==> src/rtl/button_conditioner_if.sv <==
// Push-button bundle between the raw switch inputs / mode state machine and
// the button conditioner.
//   *_raw   : raw asynchronous active-high buttons
//   adjust  : 1 while the state machine is in an adjust mode
//   up..center : one-cycle press / auto-repeat pulses
//   held    : debounced levels {up,down,left,right,center}
// master = button/state-machine side, slave = conditioner side.
interface button_conditioner_if;
  logic       up_raw;
  logic       down_raw;
  logic       left_raw;
  logic       right_raw;
  logic       center_raw;
  logic       adjust;
  logic       up;
  logic       down;
  logic       left;
  logic       right;
  logic       center;
  logic [4:0] held;

  modport master (
    output up_raw, down_raw, left_raw, right_raw, center_raw, adjust,
    input  up, down, left, right, center, held
  );

  modport slave (
    input  up_raw, down_raw, left_raw, right_raw, center_raw, adjust,
    output up, down, left, right, center, held
  );
endinterface

==> src/rtl/button_conditioner.sv <==
// Five-button front end: per button a 2-FF synchronizer, a debounce filter
// and a rising-edge one-shot; up/down additionally auto-repeat while held in
// adjust mode.
// Ports:
//   clk : system clock, all state on posedge
//   rst : asynchronous active-low reset
//   bus : button_conditioner_if.slave (raw buttons + adjust in,
//         pulses + debounced levels out)
// Bit order of internal 5-bit vectors matches held: {up,down,left,right,center}.
module button_conditioner #(
  parameter int DEB_CYCLES   = 20000,
  parameter int REPEAT_DELAY = 50000,
  parameter int REPEAT_RATE  = 10000
) (
  input  logic                 clk,
  input  logic                 rst,
  button_conditioner_if.slave  bus
);

  localparam int DW   = $clog2(DEB_CYCLES);
  localparam int RMAX = (REPEAT_DELAY > REPEAT_RATE) ? REPEAT_DELAY : REPEAT_RATE;
  localparam int RW   = $clog2(RMAX + 1);

  localparam logic [DW-1:0] DEB_LAST    = DW'(DEB_CYCLES - 1);
  localparam logic [RW-1:0] REP_DELAY_C = RW'(REPEAT_DELAY);
  localparam logic [RW-1:0] REP_RATE_C  = RW'(REPEAT_RATE);

  logic [4:0]    w_raw;
  logic [4:0]    r_sync1;
  logic [4:0]    r_sync2;
  logic [4:0]    r_stable;
  logic [4:0]    r_stable_d;
  logic [4:0]    r_pulse;
  logic [4:0]    w_press;
  logic [4:0]    w_fire;
  logic [DW-1:0] r_deb_cnt [5];

  // Repeat logic: index 1 = up, index 0 = down.
  logic [RW-1:0] r_hold_cnt [2];
  logic [1:0]    r_armed;
  logic [1:0]    w_run;
  logic [1:0]    w_hit;
  logic          w_both;

  assign w_raw = {bus.up_raw, bus.down_raw, bus.left_raw, bus.right_raw, bus.center_raw};

  always_ff @(posedge clk or negedge rst) begin
    if (!rst) begin
      r_sync1 <= '0;
      r_sync2 <= '0;
    end else begin
      r_sync1 <= w_raw;
      r_sync2 <= r_sync1;
    end
  end

  // A new level is accepted after it has differed from stable for DEB_CYCLES
  // consecutive samples; any return to the stable level restarts the count.
  always_ff @(posedge clk or negedge rst) begin
    if (!rst) begin
      r_stable <= '0;
      for (int unsigned i = 0; i < 5; i++) r_deb_cnt[i] <= '0;
    end else begin
      for (int unsigned i = 0; i < 5; i++) begin
        if (r_sync2[i] == r_stable[i]) begin
          r_deb_cnt[i] <= '0;
        end else if (r_deb_cnt[i] == DEB_LAST) begin
          r_stable[i]  <= r_sync2[i];
          r_deb_cnt[i] <= '0;
        end else begin
          r_deb_cnt[i] <= r_deb_cnt[i] + DW'(1);
        end
      end
    end
  end

  assign w_press = r_stable & ~r_stable_d;

  // Hold timer starts counting on the first cycle the debounced level is seen
  // high, so the first repeat lands REPEAT_DELAY cycles after the press pulse.
  // After a repeat the counter restarts at 1 because that cycle already counts.
  always_comb begin
    w_both = r_stable[4] & r_stable[3];
    w_run  = '0;
    w_hit  = '0;
    for (int unsigned j = 0; j < 2; j++) begin
      w_run[j] = r_stable[3 + j] & bus.adjust & ~w_both;
      w_hit[j] = w_run[j] &&
                 (r_hold_cnt[j] == (r_armed[j] ? REP_RATE_C : REP_DELAY_C));
    end
  end

  always_ff @(posedge clk or negedge rst) begin
    if (!rst) begin
      r_armed <= '0;
      for (int unsigned j = 0; j < 2; j++) r_hold_cnt[j] <= '0;
    end else begin
      for (int unsigned j = 0; j < 2; j++) begin
        if (!w_run[j]) begin
          r_hold_cnt[j] <= '0;
          r_armed[j]    <= 1'b0;
        end else if (w_hit[j]) begin
          r_hold_cnt[j] <= RW'(1);
          r_armed[j]    <= 1'b1;
        end else begin
          r_hold_cnt[j] <= r_hold_cnt[j] + RW'(1);
        end
      end
    end
  end

  assign w_fire = {w_hit[1], w_hit[0], 3'b000};

  always_ff @(posedge clk or negedge rst) begin
    if (!rst) begin
      r_stable_d <= '0;
      r_pulse    <= '0;
    end else begin
      r_stable_d <= r_stable;
      r_pulse    <= w_press | w_fire;
    end
  end

  assign bus.up     = r_pulse[4];
  assign bus.down   = r_pulse[3];
  assign bus.left   = r_pulse[2];
  assign bus.right  = r_pulse[1];
  assign bus.center = r_pulse[0];
  assign bus.held   = r_stable;

endmodule

==> src/flat_wrapper.sv <==
// flat-port wrapper written by rule: the top's interface ports become plain ports
module button_conditioner_flat 
#(
  parameter int DEB_CYCLES   = 20000,
  parameter int REPEAT_DELAY = 50000,
  parameter int REPEAT_RATE  = 10000
)
  (clk, rst, bus_up_raw, bus_down_raw, bus_left_raw, bus_right_raw, bus_center_raw, bus_adjust, bus_up, bus_down, bus_left, bus_right, bus_center, bus_held);
  button_conditioner_if bus_i ();
  input  logic clk;
  input  logic rst;
  input wire logic [$bits(bus_i.up_raw)-1:0] bus_up_raw;
  input wire logic [$bits(bus_i.down_raw)-1:0] bus_down_raw;
  input wire logic [$bits(bus_i.left_raw)-1:0] bus_left_raw;
  input wire logic [$bits(bus_i.right_raw)-1:0] bus_right_raw;
  input wire logic [$bits(bus_i.center_raw)-1:0] bus_center_raw;
  input wire logic [$bits(bus_i.adjust)-1:0] bus_adjust;
  output wire logic [$bits(bus_i.up)-1:0] bus_up;
  output wire logic [$bits(bus_i.down)-1:0] bus_down;
  output wire logic [$bits(bus_i.left)-1:0] bus_left;
  output wire logic [$bits(bus_i.right)-1:0] bus_right;
  output wire logic [$bits(bus_i.center)-1:0] bus_center;
  output wire logic [$bits(bus_i.held)-1:0] bus_held;
  assign bus_i.up_raw = bus_up_raw;
  assign bus_i.down_raw = bus_down_raw;
  assign bus_i.left_raw = bus_left_raw;
  assign bus_i.right_raw = bus_right_raw;
  assign bus_i.center_raw = bus_center_raw;
  assign bus_i.adjust = bus_adjust;
  assign bus_up = bus_i.up;
  assign bus_down = bus_i.down;
  assign bus_left = bus_i.left;
  assign bus_right = bus_i.right;
  assign bus_center = bus_i.center;
  assign bus_held = bus_i.held;
  button_conditioner #(.DEB_CYCLES(DEB_CYCLES), .REPEAT_DELAY(REPEAT_DELAY), .REPEAT_RATE(REPEAT_RATE)) u_core (.clk(clk), .rst(rst), .bus(bus_i));
endmodule
==> config.mk <==
export PLATFORM = sky130hd
export DESIGN_NAME = button_conditioner_flat
export DESIGN_NICKNAME = d
export VERILOG_FILES = /design/src/rtl/button_conditioner_if.sv /design/src/rtl/button_conditioner.sv /design/src/flat_wrapper.sv
export SDC_FILE = /design/constraint.sdc
export NUM_CORES = 1
export LEC_CHECK = 0
export ABC_CLOCK_PERIOD_IN_PS = 5000
export CAP_MARGIN = 15
export CORE_ASPECT_RATIO = 0.8
export CORE_MARGIN = 1
export CORE_UTILIZATION = 65
export DETAILED_ROUTE_END_ITERATION = 8
export PLACE_DENSITY = 0.89
export SLEW_MARGIN = 20
export SYNTH_ARGS = -nofsm -noshare
export SYNTH_HDL_FRONTEND = slang
export SYNTH_SLANG_ARGS = --single-unit
==> constraint.sdc <==
create_clock -name clk -period 5 [get_ports clk]
set_clock_uncertainty 0.15 [all_clocks]
set_input_delay 1 -clock clk [delete_from_list [all_inputs] [get_ports clk]]
set_output_delay 1 -clock clk [all_outputs]
set_load 0.005 [all_outputs]
# Yosys cells after proc, flatten, opt, wreduce, memory -nomap -nowiden
# Index checks and enable logic that the tools add are counted.
word_totals:
  inputBits: 8
  output_inout_bits: 10
  word_cells: 80
  regBits: 134
op_classes:
  n_addsub: 7
  bitwise_logic: 14
  mux: 20
  n_eq_ne: 14
  reduce_logical: 7
op_table:
  columns: ["cell", "count"]
  rows:
  - ["2-to-1 mux 15 bit", 10]
  - ["2-to-1 mux 16 bit", 6]
  - ["adder 15 x 1 -> 15 bit, second input constant", 5]
  - ["equality test 15 bit, second input constant", 5]
  - ["adder 16 x 1 -> 16 bit, second input constant", 2]
  - ["equality test 16 bit", 2]
  - ["AND reduction 2 bit", 5]
  - ["NOT 1 bit", 6]
  - ["AND 1 bit", 5]
  - ["AND 5 bit", 1]
  - ["equality test 1 bit", 5]
  - ["NOT 5 bit", 1]
  - ["bitwise OR 5 bit", 1]
  - ["2-to-1 mux 1 bit", 4]
  - ["inequality test 2 x 1 -> 1 bit, second input constant", 2]
  - ["logical AND 1 bit", 2]

# Depth between registers and ports, before layout
# Gate-level depths: netlist (run 1).
logic_depth:
  ltp_word: 6
  depth_mapped: 7
  ltp_nobuf: 6

# Worst setup path after synthesis (run 1)
# No wires, ideal clock.
synth_path:
  kind: "reg-to-reg"
  from: "register u_core.r_deb_cnt[23] (netlist bit)"
  to: "register u_core.r_stable[3] (netlist: u_core.bus.held[3])"
  n_path_buf: 0
  path_slack_ns: 2.979
  t_required_ns: 4.725
  arrival_ns: 1.746
  stages_incl_launch_ff: 4
  cell_sequence: "dfrtp_1 > or4_1 > or4_4 > mux2_4"
synth_via:
  elab_chain_len: 2
synth_rtl:
  columns: ["item", "line", "rtl"]
  rows:
  - ["start: declaration", "button_conditioner.sv:36", "logic [DW-1:0] r_deb_cnt [5];"]
  - ["start signal: indexed assignment", "button_conditioner.sv:71", "r_deb_cnt[i] <= r_deb_cnt[i] + DW'(1);"]
  - ["equality test 15 bit", "button_conditioner.sv:67", "end else if (r_deb_cnt[i] == DEB_LAST) begin"]
  - ["AND reduction 2 bit (no source line)", null, null]
  - ["end signal: indexed assignment", "button_conditioner.sv:68", "r_stable[i] <= r_sync2[i];"]
  - ["end: declaration", "button_conditioner.sv:31", "logic [4:0] r_stable;"]
# Every way passes these cells.
# A chain may end at the register's enable or synchronous reset.

# Final worst setup path (run 1)
layout_path:
  from: "register u_core.r_stable[3] (netlist: u_core.bus.held[3])"
  to: "output port bus_held[3]"
layout_lines:
  columns: ["item", "line", "rtl"]
  rows:
  - ["end: declaration", "flat_wrapper.sv:23", "output wire logic [$bits(bus_i.held)-1:0] bus_held;"]
# No word-level cell between the ends.

==> summary.txt, run 1 <==
Outcome
  • Status: finished with violations
  • Failing checks: design-rule violations

Power
  • Internal power: 1.94 mW
  • Pwr dens: 346 mW/mm2
  • Comb pwr share: 0.023
  • Clock network power share: 0.523
  • Net Switching: 514 uW
  • Reg power frac: 0.454
  • Worst VDD drop: 0.228 mV
  • Pleak: 2.94 nW
  • Net Sw Frac: 0.210

Clock network
  • Cts bufs inserted: 17
  • Post-CTS sizing: 0
  • H-tree levels: 4
  • Post-CTS Setup Inserts: 0
  • Cts hold-fix bufs: 0
  • Worst skew pair latency: 0.41 ns
  • Clock sink count: 134
  • Worst-path clk slew: 0.05 ns
  • CTS root buffer: clkbuf_16
  • CTS tree: yes
  • Max Root-Sink Buffers: 2

Synth
  • Flop and latch count out of synthesis: 134
  • Gate Count Post-Synth: 596
  • Post-synthesis async set-or-reset flop share: 1.00
  • Syn_nets: 613
  • Sequential element share of the synthesized area: 0.541
  • Largest area contributor in the netlist: dfrtp_1
  • EDFF count, synth: 0
  • Syn Std Cell Area: 0.00620 mm2
  • Synth top cells by count: 134 x dfrtp_1, 106 x nor2_1, 57 x xnor2_1
  • Most numerous cell in the Yosys netlist: dfrtp_1
  • Library cells used by synthesis: 38
  • Syn. warnings: 0
  • Mapped Avg Cell Area: 10.4 um2
  • Top cell type's share of synthesized area: 0.541
  • Post-synth top flop: dfrtp_1
  • Top cells by area, synth: dfrtp_1 54%, xnor2_1 8.1%, nor2_1 6.4%

Critical path
  • R2r startpoint: u_core.r_hold_cnt[29]$_DFF_PN0_
  • Worst-path cell chain: clkdlybuf4s50_1
  • Critical path launch point type: register
  • Worst path arrival time: 1.51 ns
  • CP peak stage delay: 0.58 ns
  • Crit. Startpoint: u_core.bus.held[3]$_DFFE_PN0P_
  • CP bufs+invs: 1
  • Crit. End Element: output port
  • WP data required: 3.85 ns
  • Worst Path Class, Setup: register to output port
  • CP delay by family, top: buffers and inverters
  • Crit path max fanout: 7
  • Critical-path top delay cell: clkdlybuf4s50_1

Route
  • WL/cell: 16.3 um
  • DR vias: 4453
  • DRC viols: 2
  • DRT iter0 DRCs: 289
  • Final WL: 12.2 mm
  • Via-per-instance ratio: 5.97
  • DRT Pass-1 Iters: 6
  • Number of nets with antenna violations after routing: 0

Layout
  • Design area: 0.00709 mm2
  • Diode count: 0
  • Area grow syn2layout: 14.3%
  • Total Nets Final: 635
  • Layout cells sized above 1: 0.0729

Timing
  • Fin Setup TNS: 0 ns
  • Worst Tran Pin Value: 0.942 ns
  • Crit path time final: 2.66 ns
  • Slew margin rel.: 0.372
  • RSZ-0062 raised after global routing: no
  • Hold violation total from the final report: 0
  • Setup violators final: 0
  • Fmax: 376 MHz
  • Max-slew violations: 0
  • Fin crit share: 0.532

Min path
  • Hold WC Path Type: register to register
  • Worst Min Path Start: u_core.r_sync1[1]$_DFF_PN0_

Floorplanning
  • Die X: 111 um
  • Initial Utilization: 0.677
  • Die area: 0.00994 mm2
  • Core area: 0.00915 mm2
  • Die H: 89.4 um
  • FP Rows: 31
  • Ports: 18

Placed design
  • Hpwl dp: 7.56 mm
  • DP Area: 0.00646 mm2
  • RePlAce Congestion: 0.843
  • Buffers on Ports: 17

Global route
  • Antenna violations before repair: 0
  • GRT Overall Usage: 0.276
  • Congestion Overflow GR: 0
  • Largest net degree at the start of global routing: 77
  • Global-route wire length before repair: 21.1 mm
  • Vias in the first global route: 4542

Job
  • Max cap viols: 0
## flip-flops by register name (all words and copies together) (netlist names)
register and flops:
u_core.r_sync1 5, u_core.r_hold_cnt 32, u_core.r_deb_cnt 75, u_core.bus.held 5, u_core.r_pulse 5, u_core.r_sync2 5
u_core.r_stable_d 5, u_core.r_armed 2
## metrics by stage
step / utilization / std cells / hold slack [ns] / worst slack, ns / total power, mW
6_report: 0.775 / 746 / 0.199 / 2.34 / 2.45
5_1_grt: 0.775 / 746 / 0.206 / 2.28 / 2.52
4_1_cts: 0.773 / 746 / 0.203 / 2.31 / 2.47
3_5_place_dp: 0.706 / 714 / 0.190 / 2.50 / 1.19
3_3_place_gp: 0.706 / 714 / 0.184 / 2.59 / 1.18
2_1_floorplan: - / 596 / 0.181 / 2.98 / 1.15
## cell usage in the layout (no fill, tap or decap), drive strengths merged, types with 2 or more instances in the layout
master and count:
dfrtp 134, nor2 106, xnor2 57, xor2 41
nand4 38, nand3 34, nand2 33, clkbuf 20
nor4 17, inv 16, nor3 16, clkdlybuf4s50 16
and4 14, nor4b 13, and2 9, ha 9
and3 8, a21oi 6, clkinvlp 5, mux2 5
buf 4, or4 4, clkinv 4, nor2b 3
bufinv 3, and4b 2, mux2i 2, o41ai 2
## power by group through the flow
stage	clock, mW	combinational (mW)	sequential [mW]
6_report	1.28	0.0571	1.11
5_1_grt	1.34	0.0675	1.11
4_1_cts	1.29	0.0592	1.11
3_5_place_dp	0	0.0584	1.13
3_3_place_gp	0	0.0550	1.13
2_1_floorplan	0	0.0252	1.13
## path summary, 6_finish.rpt
check | end | slack [ns] | cells past startpoint
max reg2reg | u_core.r_hold_cnt[27]$_DFF_PN0_ | 2.79 | 4
min reg2reg | u_core.r_sync2[1]$_DFF_PN0_ | 0.20 | 0
min | u_core.r_sync2[1]$_DFF_PN0_ | 0.20 | 0
min in group asynchronous | u_core.r_hold_cnt[13]$_DFF_PN0_ | 0.58 | 1
max in group asynchronous | u_core.r_deb_cnt[41]$_DFF_PN0_ | 3.12 | 2
max | bus_held[3] | 2.34 | 1
## routing by layer
| metal | track usage | wire length [um] | vias up |
|---|---|---|---|
| met4 | 0.123 | 264 | 0 |
| met3 | 0.0576 | 453 | 29 |
| met5 | 0 | 0 | - |
| li1 | - | - | 2112 |
| met2 | 0.477 | 6040 | 108 |
| met1 | 0.346 | 5420 | 2204 |
## cell families after synthesis
logic type	count (synthesis)	synth area share
AOI/OAI and AO/OA	12	0.0133
xor gates and xnor gates	98	0.138
adders and majority gates	9	0.0182
buffers and inverters	33	0.0216
DFF	134	0.541
muxes	7	0.0129
and+or+nand+nor	303	0.255
## layout make-up
| cell class | instances | area, um2 |
|---|---|---|
| well taps | 115 | 144 |
| multi-input cells | 429 | 2730 |
| flip-flops and latches | 134 | 3350 |
| inverters | 16 | 60.1 |
| clock buffers | 20 | 467 |
| repair buffers | 20 | 190 |
| fillers | 553 | 2060 |
| clock inverters | 12 | 151 |
(Power assumes the default switching activity.)
==> run 2, diff against run 1 <==
ABC_CLOCK_PERIOD_IN_PS = 2300   (was 5000)
CORE_UTILIZATION = 55   (was 65)
PLACE_DENSITY = 0.81   (was 0.89)
clock period = 2.3 ns   (was 5 ns; I/O delays follow)
==> summary.txt, run 2 (same netlist as run 1, synthesis figures left out) <==
Critical path
  • Critical-path top delay cell: or4_4
  • Reg2Reg Setup Slack: 0.17 ns (-2.62 ns)
  • Worst path arrival time: 2.28 ns (+0.77 ns)
  • Worst path depth: 4 (+3)
  • Critical path launch point type: register
  • R2R depth: 4 (unchanged)
  • Crit. End Element: register
  • Crit. Startpoint: u_core.r_deb_cnt[23]$_DFF_PN0_
  • WP data required: 2.45 ns (-1.40 ns)
  • Worst Path Class, Setup: register to register
  • Setup crit end: u_core.r_deb_cnt[23]$_DFF_PN0_
  • Reg2reg end: u_core.r_deb_cnt[23]$_DFF_PN0_
  • CP peak stage delay: 0.56 ns (-0.02 ns)
  • Crit path max fanout: 13 (+6)
  • CP bufs+invs: 0 (-1)
  • R2r startpoint: u_core.r_deb_cnt[23]$_DFF_PN0_
  • Worst-path cell chain: or4_1, or4_4, nand2b_2, nor2_1
  • CP delay by family, top: simple AND/OR/NAND/NOR gates

Clock network
  • CTS root buffer: clkbuf_16
  • Worst skew pair latency: 0.42 ns (about the same)
  • Max Root-Sink Buffers: 2 (unchanged)
  • Clock sink count: 134 (unchanged)
  • Worst-path clk slew: 0.06 ns (about the same)
  • CTS tree: yes
  • Cts bufs inserted: 17 (unchanged)
  • H-tree levels: 4 (unchanged)

Placed design
  • DP Area: 0.00657 mm2 (+1.7%)
  • Hpwl dp: 7.58 mm (+0.23%)
  • Placed insts: 749 (+4.9%)
  • RePlAce Congestion: 0.856 (+1.6%)
  • Buffers on Ports: 17 (unchanged)

Timing
  • Fmax: 470 MHz
  • Worst Tran Pin Value: 0.770 ns (-0.172 ns)
  • RSZ-0062 raised after global routing: no
  • Slew margin rel.: 0.485 (+0.113)
  • Setup violators final: 0 (unchanged)
  • Fin crit share: 0.926
  • Max-slew violations: 0 (unchanged)
  • Hold violation total from the final report: 0 (unchanged)
  • Crit path time final: 2.13 ns

Route
  • DRC viols: 0 (-2)
  • Via-per-instance ratio: 5.77 (-3.3%)
  • DRT iter0 DRCs: 384 (+33%)
  • Final WL: 12.1 mm (-0.76%)
  • WL/cell: 15.5 um (-5.2%)
  • DRT Pass-1 Iters: 4 (-2)
  • DR vias: 4509 (+1.3%)
  • Number of nets with antenna violations after routing: 0 (unchanged)

Global route
  • GRT Overall Usage: 0.234 (-0.0426)
  • Congestion Overflow GR: 0 (unchanged)
  • Global-route wire length before repair: 21.3 mm (+0.55%)
  • Vias in the first global route: 4464 (-1.7%)
  • Antenna violations before repair: 0 (unchanged)
  • Largest net degree at the start of global routing: 65 (-16%)

Power
  • Total Power: 5.24 mW (+110%)
  • Worst VDD drop: 0.519 mV (+130%)
  • Pwr dens: 730 mW/mm2 (+110%)
  • Pleak: 2.98 nW (+1.3%)

Floorplanning
  • Ports: 18 (unchanged)
  • Die area: 0.0117 mm2 (+18%)
  • Core area: 0.0109 mm2 (+19%)
  • Die X: 121 um (+8.6%)
  • Die H: 97.0 um (+8.5%)
  • Initial Utilization: 0.567 (-0.110)
  • FP Rows: 34 (+9.7%)

Job
  • Max cap viols: 0 (unchanged)

Layout
  • Layout cells sized above 1: 0.0769 (+0.00402)
  • Largest register FFs: 75 (unchanged)
  • Design area: 0.00718 mm2 (+1.2%)
  • Commonest non-fill, non-tap cells in the layout: 134 x dfrtp_1, 106 x nor2_1, 57 x xnor2_1
  • Most common cell after layout, fill and taps aside: dfrtp_1
  • Largest regs: u_core.r_deb_cnt x75, u_core.r_hold_cnt x32
  • Diode count: 0 (unchanged)
  • Largest register by flop count: u_core.r_deb_cnt
  • Area grow syn2layout: 15.8%
  • Total Nets Final: 642 (+1.1%)
  • Final std cells w/o fill: 781 (+4.7%)

Min path
  • Hold WC Path Type: register to register

Outcome
  • Status: completed
run 2: cell types whose count changed in the layout (fill, tap and decap cells not counted), sizes merged:
cell and delta:
clkbuf +3, clkinv -1, buf +6, bufinv -1
dlygate4sd3 +1, clkinvlp -2
run 2: metrics by stage:
stage	util	TNS (ns)	hold slack, ns	setup slack [ns]
6_report	0.657	0	0.199	0.171
3_5_place_dp	0.601	-0.575	0.188	-0.0642
5_1_grt	0.657	0	0.208	0.000193
4_1_cts	0.657	0	0.201	0.157
3_3_place_gp	0.601	-0.0540	0.182	-0.00842
2_1_floorplan	-	0	0.0144	0.279
run 2: report_power, final:
part / internal [mW] / total [mW] / switching, mW
logic: 0.0428 / 0.131 / 0.0886
registers: 2.39 / 2.42 / 0.0277
clock network: 1.70 / 2.69 / 0.991
total: 4.13 / 5.24 / 1.11
run 2: worst min-delay path by stage:
| stage | from | end | slack, ns | cells after the start |
|---|---|---|---|---|
| after floorplan | rst | u_core.bus.held[0]$_DFFE_PN0P_ | 0.01 | 0 |
| after global placement | u_core.r_sync1[2]$_DFF_PN0_ | u_core.r_sync2[2]$_DFF_PN0_ | 0.18 | 0 |
| after detailed placement | u_core.r_sync1[1]$_DFF_PN0_ | u_core.r_sync2[1]$_DFF_PN0_ | 0.19 | 0 |
| after CTS | u_core.r_sync1[0]$_DFF_PN0_ | u_core.r_sync2[0]$_DFF_PN0_ | 0.20 | 0 |
| after global routing | u_core.r_sync1[2]$_DFF_PN0_ | u_core.r_sync2[2]$_DFF_PN0_ | 0.21 | 0 |
| final | u_core.r_sync1[2]$_DFF_PN0_ | u_core.r_sync2[2]$_DFF_PN0_ | 0.20 | 0 |
run 2: timing repair:
item | 4_1_cts | 5_1_grt
buffers inserted | 0 | 0
hold buffers | 1 | 0
endpoints found under the hold margin | 62 | 0
endpoints found under the setup margin | 14 | 0
gates resized for setup | 1 | 0
run 2: worst register-to-register path: stages (launching register included):
cell and delay (ns):
dfrtp_1 0.42, or4_1 0.54, or4_4 0.56, nand2b_2 0.24, nor2_1 0.09
run 2: metal layers:
metal,up-vias,GRT usage,wire (um)
met5,-,0,0
met4,0,0.0826,212
met3,23,0.0678,521
met2,117,0.365,5890
met1,2243,0.312,5460
li1,2126,-,-
run 2: area by class of cell:
| type | count | area, um2 |
|---|---|---|
| flip-flops and latches | 134 | 3350 |
| fillers | 782 | 3750 |
| clock inverters | 8 | 97.6 |
| inverters | 16 | 60.1 |
| multi-input cells | 429 | 2730 |
| well taps | 144 | 180 |
| clock buffers | 23 | 488 |
| repair buffers | 27 | 274 |
==> run 3, diff against run 2 <==
--- a/config.mk
+++ b/config.mk
@@ -13,3 +13,3 @@
 export DETAILED_ROUTE_END_ITERATION = 8
-export PLACE_DENSITY = 0.81
+export PLACE_DENSITY = 0.71
 export SLEW_MARGIN = 20
==> constraint.sdc (replaced) <==
create_clock -name clk -period 2.3 [get_ports clk]
set_clock_uncertainty 0.15 [all_clocks]
set_input_delay 0.69 -clock clk [delete_from_list [all_inputs] [get_ports clk]]
set_output_delay 0.69 -clock clk [all_outputs]
set_load 0.005 [all_outputs]
==> summary.txt, run 3 (same netlist as run 1, synthesis figures left out) <==
Outcome
  • Status: completed

Job
  • Max cap viols: 0 (unchanged)

Global route
  • Congestion Overflow GR: 0 (unchanged)
  • GRT Overall Usage: 0.217 (-0.0167)
  • Met3 Track Usage GR: 0.0360 (-0.0318)
  • GR Util met2: 0.316 (-0.0491)
  • Antenna violations before repair: 0 (unchanged)
  • GR peak layer: met1
  • Global-route wire length before repair: 20.2 mm (-5.2%)
  • Vias in the first global route: 4312 (-3.4%)
  • M1 GR Usage: 0.316 (+0.00413)
  • Largest net degree at the start of global routing: 50 (-23%)

Power
  • Pleak: 3.01 nW (+0.96%)
  • Pwr dens: 741 mW/mm2 (+1.5%)
  • Worst VDD drop: 0.498 mV (-4.0%)

Placed design
  • Hpwl dp: 7.47 mm (-1.5%)
  • Buffers on Ports: 17 (unchanged)
  • RePlAce Congestion: 0.862 (+0.70%)
  • Place WS: -0.0820 ns (-0.0178 ns)

Clock network
  • Cts bufs inserted: 17 (unchanged)
  • Worst skew pair latency: 0.41 ns (about the same)
  • Cts hold-fix bufs: 0 (-1)
  • Post-CTS Setup Inserts: 0 (unchanged)
  • Post-CTS sizing: 2 (+1)
  • CTS tree: yes
  • Clock sink count: 134 (unchanged)
  • H-tree levels: 4 (unchanged)
  • CTS root buffer: clkbuf_16
  • Max Root-Sink Buffers: 2 (unchanged)
  • Worst-path clk slew: 0.06 ns (about the same)

Timing
  • Setup ws final: 0.0835 ns (-0.0873 ns)
  • Worst Tran Pin Value: 0.785 ns (+0.0153 ns)
  • Setup violators final: 0 (unchanged)
  • Fin Setup TNS: 0 ns (unchanged)
  • Hold violation total from the final report: 0 (unchanged)
  • Max-slew violations: 0 (unchanged)
  • Fin crit share: 0.964 (+0.0379)
  • Slew margin rel.: 0.475 (-0.0102)
  • Crit path time final: 2.22 ns (+0.0873 ns)
  • Fmax: 451 MHz (-3.9%)
  • RSZ-0062 raised after global routing: no

Layout
  • Largest regs: u_core.r_deb_cnt x75, u_core.r_hold_cnt x32
  • Largest register FFs: 75 (unchanged)
  • Commonest non-fill, non-tap cells in the layout: 133 x dfrtp_1, 106 x nor2_1, 57 x xnor2_1
  • Most common cell after layout, fill and taps aside: dfrtp_1
  • Diode count: 0 (unchanged)
  • Layout cells sized above 1: 0.0824 (+0.00550)
  • Area grow syn2layout: 16.7%
  • Largest register by flop count: u_core.r_deb_cnt
  • Total Nets Final: 647 (+0.78%)

Critical path
  • Critical path launch point type: register
  • WP data required: 1.46 ns (-0.99 ns)
  • Crit. End Element: output port
  • Crit path max fanout: 8 (-5)
  • Reg2reg end: u_core.r_deb_cnt[29]$_DFF_PN0_
  • Worst Path Class, Setup: register to output port
  • R2r startpoint: u_core.r_deb_cnt[22]$_DFF_PN0_
  • CP peak stage delay: 0.53 ns (-0.03 ns)
  • Critical-path top delay cell: clkdlybuf4s50_1
  • CP delay by family, top: buffers and inverters
  • Worst path depth: 1 (-3)
  • Worst path arrival time: 1.38 ns (-0.90 ns)
  • Reg2Reg Setup Slack: 0.19 ns (+0.02 ns)
  • Worst-path cell chain: clkdlybuf4s50_1
  • R2R depth: 4 (unchanged)
  • CP bufs+invs: 1 (+1)

Route
  • DR vias: 4381 (-2.8%)
  • Via-per-instance ratio: 5.57 (-3.6%)
  • DRT iter0 DRCs: 312 (-19%)
  • WL/cell: 14.3 um (-7.6%)
  • Final WL: 11.3 mm (-6.9%)
  • Number of nets with antenna violations after routing: 0 (unchanged)
  • DRC viols: 0 (unchanged)
  • DRT Pass-1 Iters: 4 (unchanged)

Min path
  • Hold WC Path Type: input port to async pin

Floorplanning
  • Die X: 121 um (unchanged)
  • Initial Utilization: 0.567 (unchanged)
  • Die area: 0.0117 mm2 (unchanged)
  • Ports: 18 (unchanged)
  • Core area: 0.0109 mm2 (unchanged)
  • Die H: 97.0 um (unchanged)
  • FP Rows: 34 (unchanged)
==> run 3: final cells by class <==
class                   count  area [um2]
clock inverters             8         148
inverters                  16        60.1
well taps                 144         180
flip-flops and latches    134        3350
clock buffers              24         462
fillers                   806        3690
multi-input cells         429        2730
repair buffers             32         309
==> run 3: worst max-delay path by stage <==
stage / start / endpoint / slack [ns]
after global placement: u_core.r_hold_cnt[29]$_DFF_PN0_ / u_core.r_hold_cnt[28]$_DFF_PN0_ / 0.04
after detailed placement: u_core.r_hold_cnt[26]$_DFF_PN0_ / u_core.r_hold_cnt[28]$_DFF_PN0_ / -0.08
after floorplan: u_core.r_deb_cnt[23]$_DFF_PN0_ / u_core.bus.held[3]$_DFFE_PN0P_ / 0.28
after CTS: u_core.bus.held[4]$_DFFE_PN0P_ / bus_held[4] / 0.07
after global routing: u_core.bus.held[2]$_DFFE_PN0P_ / bus_held[2] / 0.05
final: u_core.bus.held[4]$_DFFE_PN0P_ / bus_held[4] / 0.08
==> run 3: stage by stage <==
stage / instance area, um2 / hold WS, ns / std cells / power [mW] / util
floorplan: 6200 / 0.181 / 596 / 2.51 / -
global placement: 6620 / 0.183 / 755 / 2.59 / 0.605
detailed placement: 6620 / 0.186 / 755 / 2.59 / 0.605
CTS: 7240 / 0.0789 / 787 / 5.42 / 0.662
global route: 7240 / 0.105 / 787 / 5.54 / 0.662
finish: 7240 / 0.0696 / 787 / 5.36 / 0.662
==> run 3: per-layer routing <==
metal | part of all wire | wire [um]
met2 | 0.44 | 4990
met3 | 0.028 | 317
met5 | 0 | 0
met4 | 0.019 | 212
met1 | 0.51 | 5730
==> run 3: report_power, final <==
group          switching (mW)  internal [mW]
clock                   0.971           1.84
combinational          0.0873         0.0446
sequential             0.0274           2.39
total                    1.09           4.28
